===== src/rtl/wr_pps_mon_pkg.sv =====
// wr_pps_mon_pkg: channel FSM states and lane-packing helper shared by the PPS monitor.
package wr_pps_mon_pkg;

    typedef enum logic [1:0] {IDLE, ARMED, LOCKED, LOST} state_t;

    // LSB of lane k when w-bit fields are packed side by side
    function automatic int lane_lsb(input int k, input int w);
        return k * w;
    endfunction

endpackage


===== src/rtl/wr_pps_mon_chan.sv =====
// wr_pps_mon_chan: one PPS channel -- synchroniser, edge detect, period FSM,
// lost-PPS timeout and edge counter.
module wr_pps_mon_chan
    import wr_pps_mon_pkg::*;
#(
    parameter int CNT_W        = 32,
    parameter int NOMINAL_CLKS = 62500000,
    parameter int TOL_CLKS     = 16,
    parameter int SYNC_STAGES  = 2
) (
    input  logic             clk,
    input  logic             rst_n,
    input  logic             pps,
    input  logic             clr,
    output logic             pulse,
    output logic [CNT_W-1:0] count,
    output logic [CNT_W-1:0] period,
    output logic             period_valid,
    output logic             period_err,
    output logic             lost
);

    localparam logic [63:0] LIMIT = 64'(NOMINAL_CLKS) + 64'(TOL_CLKS);

    logic [SYNC_STAGES-1:0] sync;
    logic                   prev;
    state_t                 state;
    logic [CNT_W-1:0]       ivl;
    logic                   active;
    logic                   timeout;
    logic                   out_of_tol;

    assign active     = state == ARMED || state == LOCKED;
    assign timeout    = 64'(ivl) == LIMIT;
    assign out_of_tol = 64'(ivl) > LIMIT || 64'(ivl) + 64'(TOL_CLKS) < 64'(NOMINAL_CLKS);
    assign lost       = state == LOST;

    // pulse is the edge event for everything downstream; an edge always beats the timeout
    always_ff @(posedge clk or negedge rst_n)
        if (!rst_n) begin
            sync         <= '0;
            prev         <= 1'b0;
            pulse        <= 1'b0;
            ivl          <= '0;
            count        <= '0;
            period       <= '0;
            period_valid <= 1'b0;
            period_err   <= 1'b0;
            state        <= IDLE;
        end else begin
            sync         <= {sync[SYNC_STAGES-2:0], pps};
            prev         <= sync[SYNC_STAGES-1];
            pulse        <= sync[SYNC_STAGES-1] & ~prev;
            ivl          <= pulse ? CNT_W'(1) : ivl + CNT_W'(~&ivl);
            count        <= clr ? '0 : count + CNT_W'(pulse);
            period_err   <= !clr && (period_err || (pulse && active && out_of_tol));
            period       <= pulse && active ? ivl : period;
            period_valid <= pulse && active ? 1'b1 : (active && timeout ? 1'b0 : period_valid);
            state        <= pulse ? (active ? LOCKED : ARMED) : (active && timeout ? LOST : state);
        end

endmodule


===== src/rtl/wr_pps_monitor.sv =====
// wr_pps_monitor: N_CH-channel PPS and clock monitor on the WR system clock.
// Define WR_PPS_MON_TS_EN to add per-channel edge timestamps on ts_o.
module wr_pps_monitor
    import wr_pps_mon_pkg::*;
#(
    parameter int N_CH         = 2,
    parameter int CNT_W        = 32,
    parameter int NOMINAL_CLKS = 62500000,
    parameter int TOL_CLKS     = 16,
    parameter int SYNC_STAGES  = 2
) (
    input  logic                  clk_sys_i,
    input  logic                  rst_n_i,
    input  logic [N_CH-1:0]       pps_i,
    input  logic                  clr_i,
    output logic [CNT_W-1:0]      clk_counter_o,
    output logic [N_CH-1:0]       pps_pulse_o,
    output logic [N_CH*CNT_W-1:0] pps_counter_o,
    output logic [N_CH*CNT_W-1:0] period_o,
    output logic [N_CH-1:0]       period_valid_o,
    output logic [N_CH-1:0]       period_err_o,
    output logic [N_CH-1:0]       pps_lost_o
`ifdef WR_PPS_MON_TS_EN
    ,
    output logic [N_CH*CNT_W-1:0] ts_o
`endif
);

    always_ff @(posedge clk_sys_i or negedge rst_n_i)
        if (!rst_n_i) clk_counter_o <= '0;
        else          clk_counter_o <= clr_i ? '0 : clk_counter_o + CNT_W'(1);

    for (genvar k = 0; k < N_CH; k++) begin : g_ch
        localparam int LSB = lane_lsb(k, CNT_W);

        wr_pps_mon_chan #(
            .CNT_W       (CNT_W),
            .NOMINAL_CLKS(NOMINAL_CLKS),
            .TOL_CLKS    (TOL_CLKS),
            .SYNC_STAGES (SYNC_STAGES)
        ) u_chan (
            .clk         (clk_sys_i),
            .rst_n       (rst_n_i),
            .pps         (pps_i[k]),
            .clr         (clr_i),
            .pulse       (pps_pulse_o[k]),
            .count       (pps_counter_o[LSB +: CNT_W]),
            .period      (period_o[LSB +: CNT_W]),
            .period_valid(period_valid_o[k]),
            .period_err  (period_err_o[k]),
            .lost        (pps_lost_o[k])
        );

`ifdef WR_PPS_MON_TS_EN
        // captures the pre-increment clock count of the pulse cycle
        logic [CNT_W-1:0] ts;
        always_ff @(posedge clk_sys_i or negedge rst_n_i)
            if (!rst_n_i) ts <= '0;
            else          ts <= clr_i ? '0 : (pps_pulse_o[k] ? clk_counter_o : ts);
        assign ts_o[LSB +: CNT_W] = ts;
`endif
    end

endmodule

===== config.mk =====
export PLATFORM = sky130hd
export DESIGN_NAME = wr_pps_monitor
export DESIGN_NICKNAME = d
export VERILOG_FILES = /design/src/rtl/wr_pps_mon_pkg.sv /design/src/rtl/wr_pps_mon_chan.sv /design/src/rtl/wr_pps_monitor.sv
export SDC_FILE = /design/constraint.sdc
export NUM_CORES = 1
export LEC_CHECK = 0
export ABC_AREA = 1
export ABC_CLOCK_PERIOD_IN_PS = 3120
export BUFFER_PORTS_ARGS = -buffer_cell sky130_fd_sc_hd__buf_4
export CAP_MARGIN = 0
export CORE_MARGIN = 5
export CORE_UTILIZATION = 58
export CTS_CLUSTER_SIZE = 24
export DETAILED_ROUTE_END_ITERATION = 10
export GPL_TIMING_DRIVEN = 0
export MAX_ROUTING_LAYER = met4
export PLACE_DENSITY = 0.8
export SYNTH_ARGS = -nofsm -noshare
export SYNTH_HDL_FRONTEND = slang
export SYNTH_SLANG_ARGS = --single-unit

===== constraint.sdc =====
create_clock -name clk_sys_i -period 3.12 [get_ports clk_sys_i]
set_input_delay 0.468 -clock clk_sys_i [delete_from_list [all_inputs] [get_ports clk_sys_i]]
set_output_delay 0.468 -clock clk_sys_i [all_outputs]
set_load 0.01 [all_outputs]

== Word level (Yosys, flattened, before mapping) ==
Index checks and enable logic that the tools add are counted.

* Bits in registers: 240
* Input port bits: 5
* Output and inout bits: 168
* Logic and storage cells: 80

* $add $sub $neg: 7
* Magnitude comparators: 4
* Equal/unequal tests: 8
* Multiplexer cells: 15
* Bitwise logic cells: 4
* Reductions and logical operators: 23

{| class="wikitable"
|+ Operator list
! kind !! count
|-
| $mux 32 || 5
|-
| $add 32x1->32 || 4
|-
| $lt 64x26->1 const B || 2
|-
| $add 32x5->33 const B || 2
|-
| $eq 32x26->1 const B || 2
|-
| $gt 32x26->1 const B || 2
|-
| $reduce_and 32->1 || 2
|-
| $add 32x1->32 const B || 1
|-
| $mux 2 || 6
|-
| $eq 2x2->1 const B || 4
|-
| $logic_and 1x1->1 || 8
|-
| $reduce_bool 2->1 || 4
|-
| $logic_or 1x1->1 || 6
|-
| $eq 2x1->1 const B || 2
|-
| $mux 1 || 4
|-
| $logic_not 1->1 || 3
|-
| $and 1x1->1 || 2
|-
| $not 1->1 || 2
|}

== Logic depth before layout (Yosys ltp) ==
Gate-level depths: netlist of the first run.

* Word-level depth: 6
* Mapped depth: 18
* Mapped depth without buffers: 18

== By module ==
A second synthesis of the first run with hierarchy kept.

* Cell total of the unflattened synthesis: 1779
* Area total of the unflattened synthesis: 13442.9 um2

{| class="wikitable"
|+ Modules (own cells, without submodules)
! module !! times used !! cells each !! area an instance (um2)
|-
| wr_pps_mon_chan || 2 || 763 || 5813.1
|-
| wr_pps_monitor || 1 || 253 || 1816.7
|}

== Worst setup path before layout of the first run ==
OpenSTA, ideal clock, no wires.

* Path kind: register to register
* Start: register g_ch[1].u_chan.ivl[4]
* End: register g_ch[1].u_chan.ivl[26]
* Arrival: 2.513 ns
* Setup slack: 0.471 ns
* Cell stages (with the launch flop): 18
* Path buffers: 0
* Clock period less this slack: 2.649 ns
* Cells stage by stage: dfrtp_1 > ha_1 > inv_1 > nor2_2 > nand2_2 > inv_1 > nand4_1 > nor2_1 > nand3_1 > ha_1 > ha_1 > nand2_1 > nor2_1 > clkinv_1 > nor2_1 > nand3_1 > nor4_1 > nor3_1

* Longest elaborated chain between the ends: 4

{| class="wikitable"
|+ Ends and longest elaborated chain
! item !! RTL line !! text
|-
| start: declaration || wr_pps_mon_chan.sv:28 || <nowiki>logic [CNT_W-1:0] ivl;</nowiki>
|-
| start signal: assignment || wr_pps_mon_chan.sv:54 || <nowiki>ivl <= pulse ? CNT_W'(1) : ivl + CNT_W'(~&ivl);</nowiki>
|-
| $reduce_and 32->1 || wr_pps_mon_chan.sv:54 ||
|-
| $logic_not 1->1 || wr_pps_mon_chan.sv:54 ||
|-
| $add 32x1->32 (*) || wr_pps_mon_chan.sv:54 ||
|-
| $mux 32 (*) || wr_pps_mon_chan.sv:54 ||
|}

Mark *: on every way between the ends. The rest lies on a longest branch, timed or not.
A chain may end at the register's enable or synchronous reset.

== Worst setup path in the final report of the first run ==
* Start: register g_ch[0].u_chan.ivl[5]
* End: register g_ch[0].u_chan.ivl[26]

* Longest elaborated chain between the ends: 4

{| class="wikitable"
|+ Ends and longest elaborated chain
! item !! RTL line
|-
| start: declaration || wr_pps_mon_chan.sv:28
|-
| start signal: assignment || wr_pps_mon_chan.sv:54
|-
| $reduce_and 32->1 || wr_pps_mon_chan.sv:54
|-
| $logic_not 1->1 || wr_pps_mon_chan.sv:54
|-
| $add 32x1->32 (*) || wr_pps_mon_chan.sv:54
|-
| $mux 32 (*) || wr_pps_mon_chan.sv:54
|}

Marked as above.

==> results of run 1 <==
worst reg2reg max path, stage by stage (launching register included):
cell     delay, ns
dfrtp_2       0.44
ha_2          0.22
nand3_2       0.12
nor2_4        0.07
nand2_2       0.12
nor2_4        0.06
nand2_2       0.08
nor2_1        0.07
nand4_1       0.08
ha_1          0.18
ha_1          0.18
nand2_1       0.09
nor2_2        0.43
inv_1         0.14
nor2_1        0.25
nand2_1       0.10
xor2_1        0.15
nor2_1        0.06
Yosys cell counts (all sizes together), types with 12 or more instances:
master / number / area [um^2]
nor4: 14 / 93.8
nand2: 403 / 1560
clkbuf: 32 / 120
nand4: 37 / 238
o21ai: 131 / 656
dfrtp: 240 / 6010
nand3: 73 / 380
inv: 193 / 724
a21oi: 92 / 460
o211ai: 13 / 97.6
buf: 12 / 81.3
nor3: 95 / 526
a31oi: 25 / 156
ha: 13 / 163
xor2: 16 / 140
nor2: 236 / 987
worst max-delay path by stage:
stage	to
after global placement	g_ch[0].u_chan.ivl[29]
after CTS	g_ch[0].u_chan.ivl[27]
final	g_ch[0].u_chan.ivl[26]
after global routing	g_ch[1].u_chan.ivl[24]
after floorplan	g_ch[1].u_chan.ivl[26]
after detailed placement	g_ch[0].u_chan.ivl[29]
registers in the layout, summed over array words and instances, names as in the netlist:
name	flops
g_ch.u_chan.pulse	2
clk_counter_o	32
g_ch.u_chan.state	4
g_ch.u_chan.period_valid	2
g_ch.u_chan.period	64
g_ch.u_chan.prev	2
g_ch.u_chan.ivl	64
g_ch.u_chan.sync	4
g_ch.u_chan.period_err	2
g_ch.u_chan.count	64
kinds of logic (layout without fill, tap and decap cells):
group,Yosys count,after routing,share of synthesized area (%)
XOR/XNOR,19,19,1.30
adder cells (fa/ha/maj),13,13,1.27
flip-flops,240,240,46.9
AND/OR/NAND/NOR,880,880,30.8
buffers and inverters,243,469,7.41
AO/OA/AOI/OAI,287,287,12.3
cell type report:
cell class	instances	area, um^2	share of cell area, %
clock inverters	13	263	1.68
inverters	199	752	4.82
plain buffers	44	208	1.33
clock buffers	32	713	4.57
multi-input cells	1199	5900	37.8
repair buffers	181	1410	9.03
flip-flops and latches	240	6010	38.5
well taps	280	350	2.25
placed cells by master, fill, tap and decap left out, types with 36 or more instances in the layout:
| master | n |
|---|---|
| inv_1 | 190 |
| nand3_1 | 69 |
| o21ai_0 | 125 |
| nor2_1 | 210 |
| a21oi_1 | 92 |
| nand4_1 | 36 |
| nor3_1 | 85 |
| dfrtp_1 | 239 |
| buf_4 | 186 |
| nand2_1 | 388 |
through the flow:
step | power [W] | TNS, ns | hold WS, ns | setup slack, ns | cell area, um^2
final | 0.00780 | 0 | 0.0355 | 0.147 | 15600
after global routing | 0.00808 | -0.0316 | 0.0264 | -0.0316 | 15600
after detailed placement | 0.00432 | -14.34 | 0.349 | -0.612 | 14500
after floorplan | 0.00388 | 0 | 0.172 | 0.471 | 12800
after CTS | 0.00783 | 0 | 0.0195 | 0.00473 | 15500
after global placement | 0.00428 | -78.19 | 0.336 | -0.521 | 14400
report_power, final:
part / internal (W) / switching (W)
logic: 0.000305 / 0.000580
registers: 0.00327 / 0.000132
clock network: 0.00220 / 0.00131
total: 0.00578 / 0.00202
layer usage:
layer / vias to the layer above / part of all wire, %
li1: 5955 / -
met1: 5893 / 44
met2: 570 / 45
met3: 109 / 8.0
met4: 0 / 3.3
met5: - / 0
what timing repair did:
item,4_1_cts,5_1_grt
endpoints found under the setup margin,48,41
endpoints found under the hold margin,64,0
resized for setup,11,13
pin swaps,1,3
buffers inserted,1,6
hold buffers,1,0
==> impl_metrics.yaml, run 1 <==
drt:
  drc_errors: 0
  firstDrtPassIters: 8
  vias_per_cell: 5.73
  finalWirelength_um: 38200
  wl_per_cell_um: 17.5
  drt_iter0_drc: 1147
  postRouteAntennaNets: 0
  vias: 12500
synthesis:
  synth_flop_cell: "dfrtp_1"
  avgSynthCellArea_um2: 7.61
  synth.cell_area_mm2: 0.0128
  postSynthCellCount: 1682
  yosysWarnings: 0
  synth_edf_count: 0
  synthDistinctLibCells: 48
  synth_nets: 1700
  ys_seq_elements: 240
  ys_seq_area_share_pct: 46.9
  ys_async_sr_fraction_pct: 100
worst_setup_path:
  crit_chain: "ha_2 > nand3_2 > nor2_4 > nand2_2 > nor2_4 > nand2_2 > nor2_1 > nand4_1 > ha_1 > ha_1 > nand2_1 > nor2_2 > inv_1 > nor2_1 > nand2_1 > xor2_1 > nor2_1"
  path_common_cell: "nor2_1"
  crit_arrival_ns: 3.37
  crit_family: "simple AND/OR/NAND/NOR gates"
  cp_slowest_cell: "dfrtp_2"
  critPathRequiredTime_ns: 3.52
  critical_path_class: "reg -> reg"
  path_depth: 17
  reg2reg_from: "g_ch[0].u_chan.ivl[5]"
  cp-startpoint: "g_ch[0].u_chan.ivl[5]"
  path_buf_inv: 1
  rrSetupSlack_ns: 0.15
  critPathMaxFanout: 9
  r2r-end: "g_ch[0].u_chan.ivl[26]"
  ff2ff_path_depth: 17
  end_kind: "register"
  startpoint_type: "register"
  max_stage_delay_ns: 0.44
min_path:
  hold_end: "g_ch[1].u_chan.sync[0]"
  min_path_type: "in -> reg"
  whs_path_depth: 1
  worstHoldStart: "pps_i[1]"
global_routing:
  met2_usage_pct: 48.0
  busiest_layer: "met2"
  grt_pass1_wl_um: 61800
  grt_pass1_vias: 12100
  antenna_found_initial: 0
  track_usage_pct: 31.3
  grt_util_met3_pct: 3.53
  grt_max_degree: 106
  gr-usage-met1_pct: 44.1
  grt_overflow: 0
die:
  num_rows: 54
  die_h_um: 159
  core_area_mm2: 0.0218
  initial_core_util_pct: 58.9
  fp.dieW_um: 159
  die_area_mm2: 0.0251
  ios: 173
clock_network:
  clkSinkCount: 240
  clock_path_buffers: 3
  clk_latency_ns: 0.54
  cts_tree: "built"
  htreeDepth: 1
  cts.clk_slew.worst_paths_ns: 0.06
  cts_buffers: 26
  clockRootBuffer: "clkbuf_16"
power_and_ir_drop:
  vdd.ir_drop.worst_mv: 0.393
  p_per_area_mw_per_mm2: 500
  p_leak_nw: 7.10
sta:
  finalClockSkew_ns: 0.00846
  grt_setup_unrepaired: "yes"
  fin_crit_sh_pct: 95.3
  max-slew-margin-rel_pct: 51.4
  finalCriticalPeriod_ns: 2.97
  finalSetupViolations: 0
  final_max_slew_viol_count: 0
  worstMarginPinSlew_ns: 0.719
  hold_viol_final: 0
  max_freq_ghz: 0.336
status:
  status: "completed"
layout:
  post_layout_nonfiller_instances: 2188
  drive_gt1_share_pct: 16.3
  n_fill_cell: 1780
  nets: 1909
  areaGrowthSynthToFinish_pct: 21.8
  antenna_cells: 0
  final_util_pct: 71.7
place:
  port_buffers: 171
  placed_cells: 2135
  hpwlAfterDp_um: 27900
  routabilityCongestion: 0.997
flow_run:
  cap_viol_max_count: 0
(Power assumes the default switching activity.)
==> run 2, diff against run 1 <==
Settings changed: ABC_AREA 1 to 0, PLACE_DENSITY 0.8 to 0.81.
==> run 2 against run 1 <==
Effect of this change:
- hold slack improved by 0.035 ns
- clock-buffer cell count rose by 3
- area after synthesis fell by 5.5%
- design area fell by 5.3%
- non-clock buffer count rose by 45
- clock skew rose by 0.0054 ns
- via count fell by 20%
- utilization rose by 0.83 points
==> impl_metrics.yaml, run 2 <==
power_and_ir_drop:
  swShare_pct: 24.7
  seqPwrFrac_pct: 47.4
  internal_power_w: 0.00536
  p_per_area_mw_per_mm2: 482
  p_sw_w: 0.00176
  p_total_w: 0.00712
  p_leak_nw: 6.79
  vdd.ir_drop.worst_mv: 0.387
  power.clock.fraction_pct: 40.9
  power_frac_comb_pct: 11.7
drt:
  finalWirelength_um: 30100
  wl_per_cell_um: 17.5
  firstDrtPassIters: 5
  drt_iter0_drc: 590
  postRouteAntennaNets: 0
  drc_errors: 0
  vias_per_cell: 5.81
  vias: 9978
die:
  initial_core_util_pct: 59.4
  die_h_um: 154
  core_area_mm2: 0.0204
  ios: 173
  die_area_mm2: 0.0239
  fp.dieW_um: 154
  num_rows: 52
place:
  hpwlAfterDp_um: 21000
  port_buffers: 172
  routabilityCongestion: 0.928
  dpl_worst_slack_ns: -0.618
  placed_area_mm2: 0.0138
synthesis:
  avgSynthCellArea_um2: 9.89
  synth_nets: 1242
  yosysWarnings: 0
  ys_seq_area_share_pct: 49.6
  ys_top_cells_by_count: "dfrtp_1 (240), nor2_1 (166), xor2_1 (74), nand2_1 (71), nand3_1 (68)"
  synthDistinctLibCells: 63
  synthTopCellsByArea: "dfrtp_1 (50%), mux2_2 (5.5%), xor2_1 (5.4%)"
  synth_flop_cell: "dfrtp_1"
  ys_async_sr_fraction_pct: 100
  synth_edf_count: 0
  ys_seq_elements: 240
  postSynthCellCount: 1224
  yosysTopAreaCellShare_pct: 49.6
  synth.cell_area_mm2: 0.0121
  synth_top_area_cell: "dfrtp_1"
  synth_most_common_cell: "dfrtp_1"
global_routing:
  antenna_found_initial: 0
  met2_usage_pct: 40.4
  busiest_layer: "met2"
  gr-usage-met1_pct: 35.7
  grt_util_met3_pct: 3.60
  grt_overflow: 0
  grt_pass1_wl_um: 50000
  grt_max_degree: 106
  track_usage_pct: 25.7
  grt_pass1_vias: 9871
layout:
  multi_input_area_mm2: 0.00569
  largestRegisters: "g_ch.u_chan.count x64, g_ch.u_chan.ivl x64, g_ch.u_chan.period x64"
  areaGrowthSynthToFinish_pct: 22.1
  final_cell_mix: "dfrtp_1 (233), buf_4 (193), nor2_1 (164)"
  antenna_cells: 0
  regArea_mm2: 0.00601
  nets: 1451
  final_common_cell: "dfrtp_1"
  drive_gt1_share_pct: 24.5
  final_area_mm2: 0.0148
  n_fill_cell: 1519
min_path:
  min_path_type: "in -> reg"
  whs_path_depth: 1
sta:
  final_max_slew_viol_count: 0
  fin_crit_sh_pct: 95.1
  setup_tns_ns: 0
  finalClockSkew_ns: 0.0138
  finalCriticalPeriod_ns: 2.97
  max-slew-margin-rel_pct: 46.8
  hold_viol_final: 0
  fin_hold_ws_ns: 0.0708
  max_freq_ghz: 0.337
  fin_ws_ns: 0.152
  finalSetupViolations: 0
  worstMarginPinSlew_ns: 0.798
clock_network:
  cts_tree: "built"
  cts.clk_slew.worst_paths_ns: 0.07
  clk_latency_ns: 0.51
  cts_buffers: 25
  htreeDepth: 1
  clkSinkCount: 240
  clock_path_buffers: 3
  clockRootBuffer: "clkbuf_16"
worst_setup_path:
  critPathMaxFanout: 7
  critical_path_class: "reg -> reg"
  end_kind: "register"
  startpoint_type: "register"
  critPathRequiredTime_ns: 3.50
  crit_arrival_ns: 3.35
  ff2ff_path_depth: 12
flow_run:
  cap_viol_max_count: 0
status:
  status: "completed"
==> run 2: path summary, 6_finish.rpt <==
path	slack [ns]	startpoint	to
max in group asynchronous	1.83	rst_n_i	g_ch[0].u_chan.ivl[25]
worst min register to register	0.35	g_ch[0].u_chan.sync[0]	g_ch[0].u_chan.sync[1]
worst min-delay path	0.07	pps_i[1]	g_ch[1].u_chan.sync[0]
min in group asynchronous	0.44	rst_n_i	g_ch[1].u_chan.count[2]
worst max register to register	0.15	g_ch[0].u_chan.ivl[25]	g_ch[0].u_chan.ivl[26]
worst max-delay path	0.15	g_ch[0].u_chan.ivl[25]	g_ch[0].u_chan.ivl[26]
==> run 2: critical path: stages (launching register included) <==
cell and delay, ns:
dfrtp_2 0.45, nand4_1 0.22, nor4_4 0.24, nand2_1 0.13, or4_1 0.50, ha_2 0.21
ha_1 0.21, and3_1 0.18, clkbuf_2 0.17, and3_4 0.20, nand2_1 0.09, xor2_1 0.17
nor2_1 0.06
==> run 2: area by class of cell <==
cell class | count | share of cell area (%)
inverters | 21 | 0.534
flip-flops and latches | 240 | 40.7
repair buffers | 186 | 9.79
well taps | 270 | 2.29
clock inverters | 6 | 0.542
clock buffers | 35 | 4.83
multi-input cells | 875 | 38.5
plain buffers | 84 | 2.75
==> run 2: power by group through the flow <==
stage	sequential, W	combinational (W)	clock, W
6_report	0.00338	0.000830	0.00291
3_3_place_gp	0.00342	0.000799	0
2_1_floorplan	0.00342	0.000465	0
5_1_grt	0.00339	0.000919	0.00310
3_5_place_dp	0.00343	0.000832	0
4_1_cts	0.00337	0.000842	0.00296
==> run 2: logic make-up (layout without fill, tap and decap cells) <==
group	count (synthesis)	after routing	share of synthesized area [%]
AND/OR/NAND/NOR	529	529	22.9
flip-flops	240	240	49.6
multiplexers	64	64	5.92
buffers and inverters	109	332	3.98
adder cells (fa/ha/maj)	13	13	1.34
AO/OA/AOI/OAI	136	136	6.57
XOR/XNOR	133	133	9.63
==> run 2: layer usage <==
layer,routed length (um),share of wire [%],vias up
met3,2050,6.8,52
met5,0,0,-
met2,14200,47,351
li1,-,-,4682
met4,562,1.9,0
met1,13200,44,4893
==> run 2: metrics by stage <==
stage               utilization [%]  std cells
floorplan                         -       1224
global placement               67.4       1666
detailed placement             67.7       1668
CTS                            72.1       1712
global route                   72.5       1717
finish                         72.5       1717
==> run 2: repair_timing <==
action	4_1_cts	5_1_grt
hold buffers	1	0
setup buffers	5	6
hold endpoints to repair	43	0
endpoints found under the setup margin	49	20
resized for setup	18	17
pin swaps	4	5
==> run 3, diff against run 2 <==
Settings changed: CORE_MARGIN 5 to default.
==> run 3 against run 2 <==
Effect of this change:
- critical path depth did not move
- non-clock buffer count increased by 3
- combinational power shrank 2%
- power grew 1.8%
- utilization rose by 0.49 points
- critical endpoint is now g_ch[0].u_chan.ivl[24]
==> impl_metrics.yaml, run 3 (synthesis results as in run 2) <==
sta:
  max_freq_ghz: 0.338
  fin_ws_ns: 0.159
  finalClockSkew_ns: 0.0151
  hold_viol_final: 0
  max-slew-margin-rel_pct: 49.0
  fin_crit_sh_pct: 94.9
  finalSetupViolations: 0
  final_max_slew_viol_count: 0
  worstMarginPinSlew_ns: 0.759
  finalCriticalPeriod_ns: 2.96
clock_network:
  cts_buffers: 27
  clock_path_buffers: 3
  clk_latency_ns: 0.53
  cts_tree: "built"
  clockRootBuffer: "clkbuf_16"
  clkSinkCount: 240
  htreeDepth: 1
  cts.clk_slew.worst_paths_ns: 0.06
worst_setup_path:
  end_kind: "register"
  cp_slowest_cell: "or4_1"
  critical_path_class: "reg -> reg"
  max_stage_delay_ns: 0.54
  startpoint_type: "register"
  crit_arrival_ns: 3.36
  critPathRequiredTime_ns: 3.51
  critPathMaxFanout: 7
  crit_chain: "clkbuf_2 > and3_1 > nand3_2 > or4_1 > ha_2 > ha_1 > and3_1 > clkbuf_2 > and3_4 > nand3_1 > xor2_1 > nor2_1"
drt:
  vias_per_cell: 5.82
  firstDrtPassIters: 6
  wl_per_cell_um: 16.9
  postRouteAntennaNets: 0
  vias: 10000
  finalWirelength_um: 29100
  drt_iter0_drc: 579
  drc_errors: 0
layout:
  regArea_mm2: 0.00602
  final_common_cell: "dfrtp_1"
  drive_gt1_share_pct: 24.9
  multi_input_area_mm2: 0.00570
  nets: 1456
  areaGrowthSynthToFinish_pct: 22.9
  n_fill_cell: 1521
  post_layout_nonfiller_instances: 1725
  final_cell_mix: "dfrtp_1 (232), buf_4 (198), nor2_1 (164)"
  largestRegisters: "g_ch.u_chan.count x64, g_ch.u_chan.ivl x64, g_ch.u_chan.period x64"
  final_area_mm2: 0.0149
  antenna_cells: 0
power_and_ir_drop:
  p_per_area_mw_per_mm2: 488
  p_leak_nw: 6.83
  p_sw_w: 0.00178
  vdd.ir_drop.worst_mv: 0.362
  power.clock.fraction_pct: 42.3
  internal_power_w: 0.00547
  seqPwrFrac_pct: 46.5
  power_frac_comb_pct: 11.3
  swShare_pct: 24.6
  p_total_w: 0.00725
die:
  core_area_mm2: 0.0204
  ios: 173
  die_area_mm2: 0.0214
  initial_core_util_pct: 59.4
  num_rows: 52
  fp.dieW_um: 146
  die_h_um: 146
status:
  status: "completed"
min_path:
  min_path_type: "in -> reg"
global_routing:
  grt_pass1_wl_um: 48000
  grt_overflow: 0
  grt_pass1_vias: 9499
  grt_max_degree: 110
  track_usage_pct: 28.1
  antenna_found_initial: 0
flow_run:
  cap_viol_max_count: 0
place:
  placed_cells: 1668
  routabilityCongestion: 0.919
  placed_area_mm2: 0.0138
  port_buffers: 172
  dpl_worst_slack_ns: -0.628
  hpwlAfterDp_um: 20200
## run 3: path summary, 6_finish.rpt
path                                                 to  cells after the start                    from  slack, ns
worst min register to register   g_ch[0].u_chan.sync[1]                      0  g_ch[0].u_chan.sync[0]       0.34
max in group asynchronous        g_ch[0].u_chan.ivl[15]                      3                 rst_n_i       1.80
worst min-delay path             g_ch[1].u_chan.sync[0]                      1                pps_i[1]       0.06
min in group asynchronous       g_ch[1].u_chan.count[1]                      2                 rst_n_i       0.46
worst max-delay path             g_ch[0].u_chan.ivl[24]                     12  g_ch[0].u_chan.ivl[20]       0.16
worst max register to register   g_ch[0].u_chan.ivl[24]                     12  g_ch[0].u_chan.ivl[20]       0.16
## run 3: area by class of cell
| type | instances | share of cell area, % |
|---|---|---|
| sequential | 240 | 40.5 |
| multi-input combinational | 875 | 38.3 |
| timing repair buffer | 189 | 9.88 |
| clock buffer | 40 | 5.41 |
| buffer | 84 | 2.71 |
| tap | 270 | 2.27 |
| inverter | 21 | 0.530 |
| clock inverter | 6 | 0.395 |
## run 3: what timing repair did
item,CTS,global route
pin swaps,5,4
resized for setup,20,17
buffers inserted,7,7
endpoints found under the setup margin,52,23
endpoints found under the hold margin,50,0
hold buffers,1,0
## run 3: worst max-delay path: cells and delay by family (launching register included)
family	cells	cell delay, ns
and+or+nand+nor	7	1.52
DFF	1	0.33
adders and majority gates	2	0.43
buffers and inverters	2	0.37
xor gates and xnor gates	1	0.17
## run 3: power groups by stage
stage | Sequential, W | Combinational, W | Clock, W
2_1_floorplan | 0.00342 | 0.000465 | 0
3_3_place_gp | 0.00341 | 0.000800 | 0
3_5_place_dp | 0.00342 | 0.000821 | 0
4_1_cts | 0.00337 | 0.000827 | 0.00313
5_1_grt | 0.00339 | 0.000905 | 0.00326
6_report | 0.00337 | 0.000817 | 0.00306
## run 3: per-stage QoR
| stage | setup TNS (ns) | hold slack (ns) | util (%) |
|---|---|---|---|
| after detailed placement | -10.73 | 0.349 | 67.7 |
| after global routing | -0.00175 | 0.0337 | 73.0 |
| final | 0 | 0.0573 | 73.0 |
| after floorplan | 0 | 0.172 | - |
| after CTS | 0 | 0.0348 | 72.5 |
| after global placement | -71.06 | 0.333 | 67.4 |
## run 3: routing by layer
layer	global-route usage (%)	share of wire [%]	up-vias
met5	-	0	-
met4	6.51	1.9	0
met3	4.13	8.0	61
met2	44.8	48	379
met1	38.2	42	4897
li1	-	-	4710
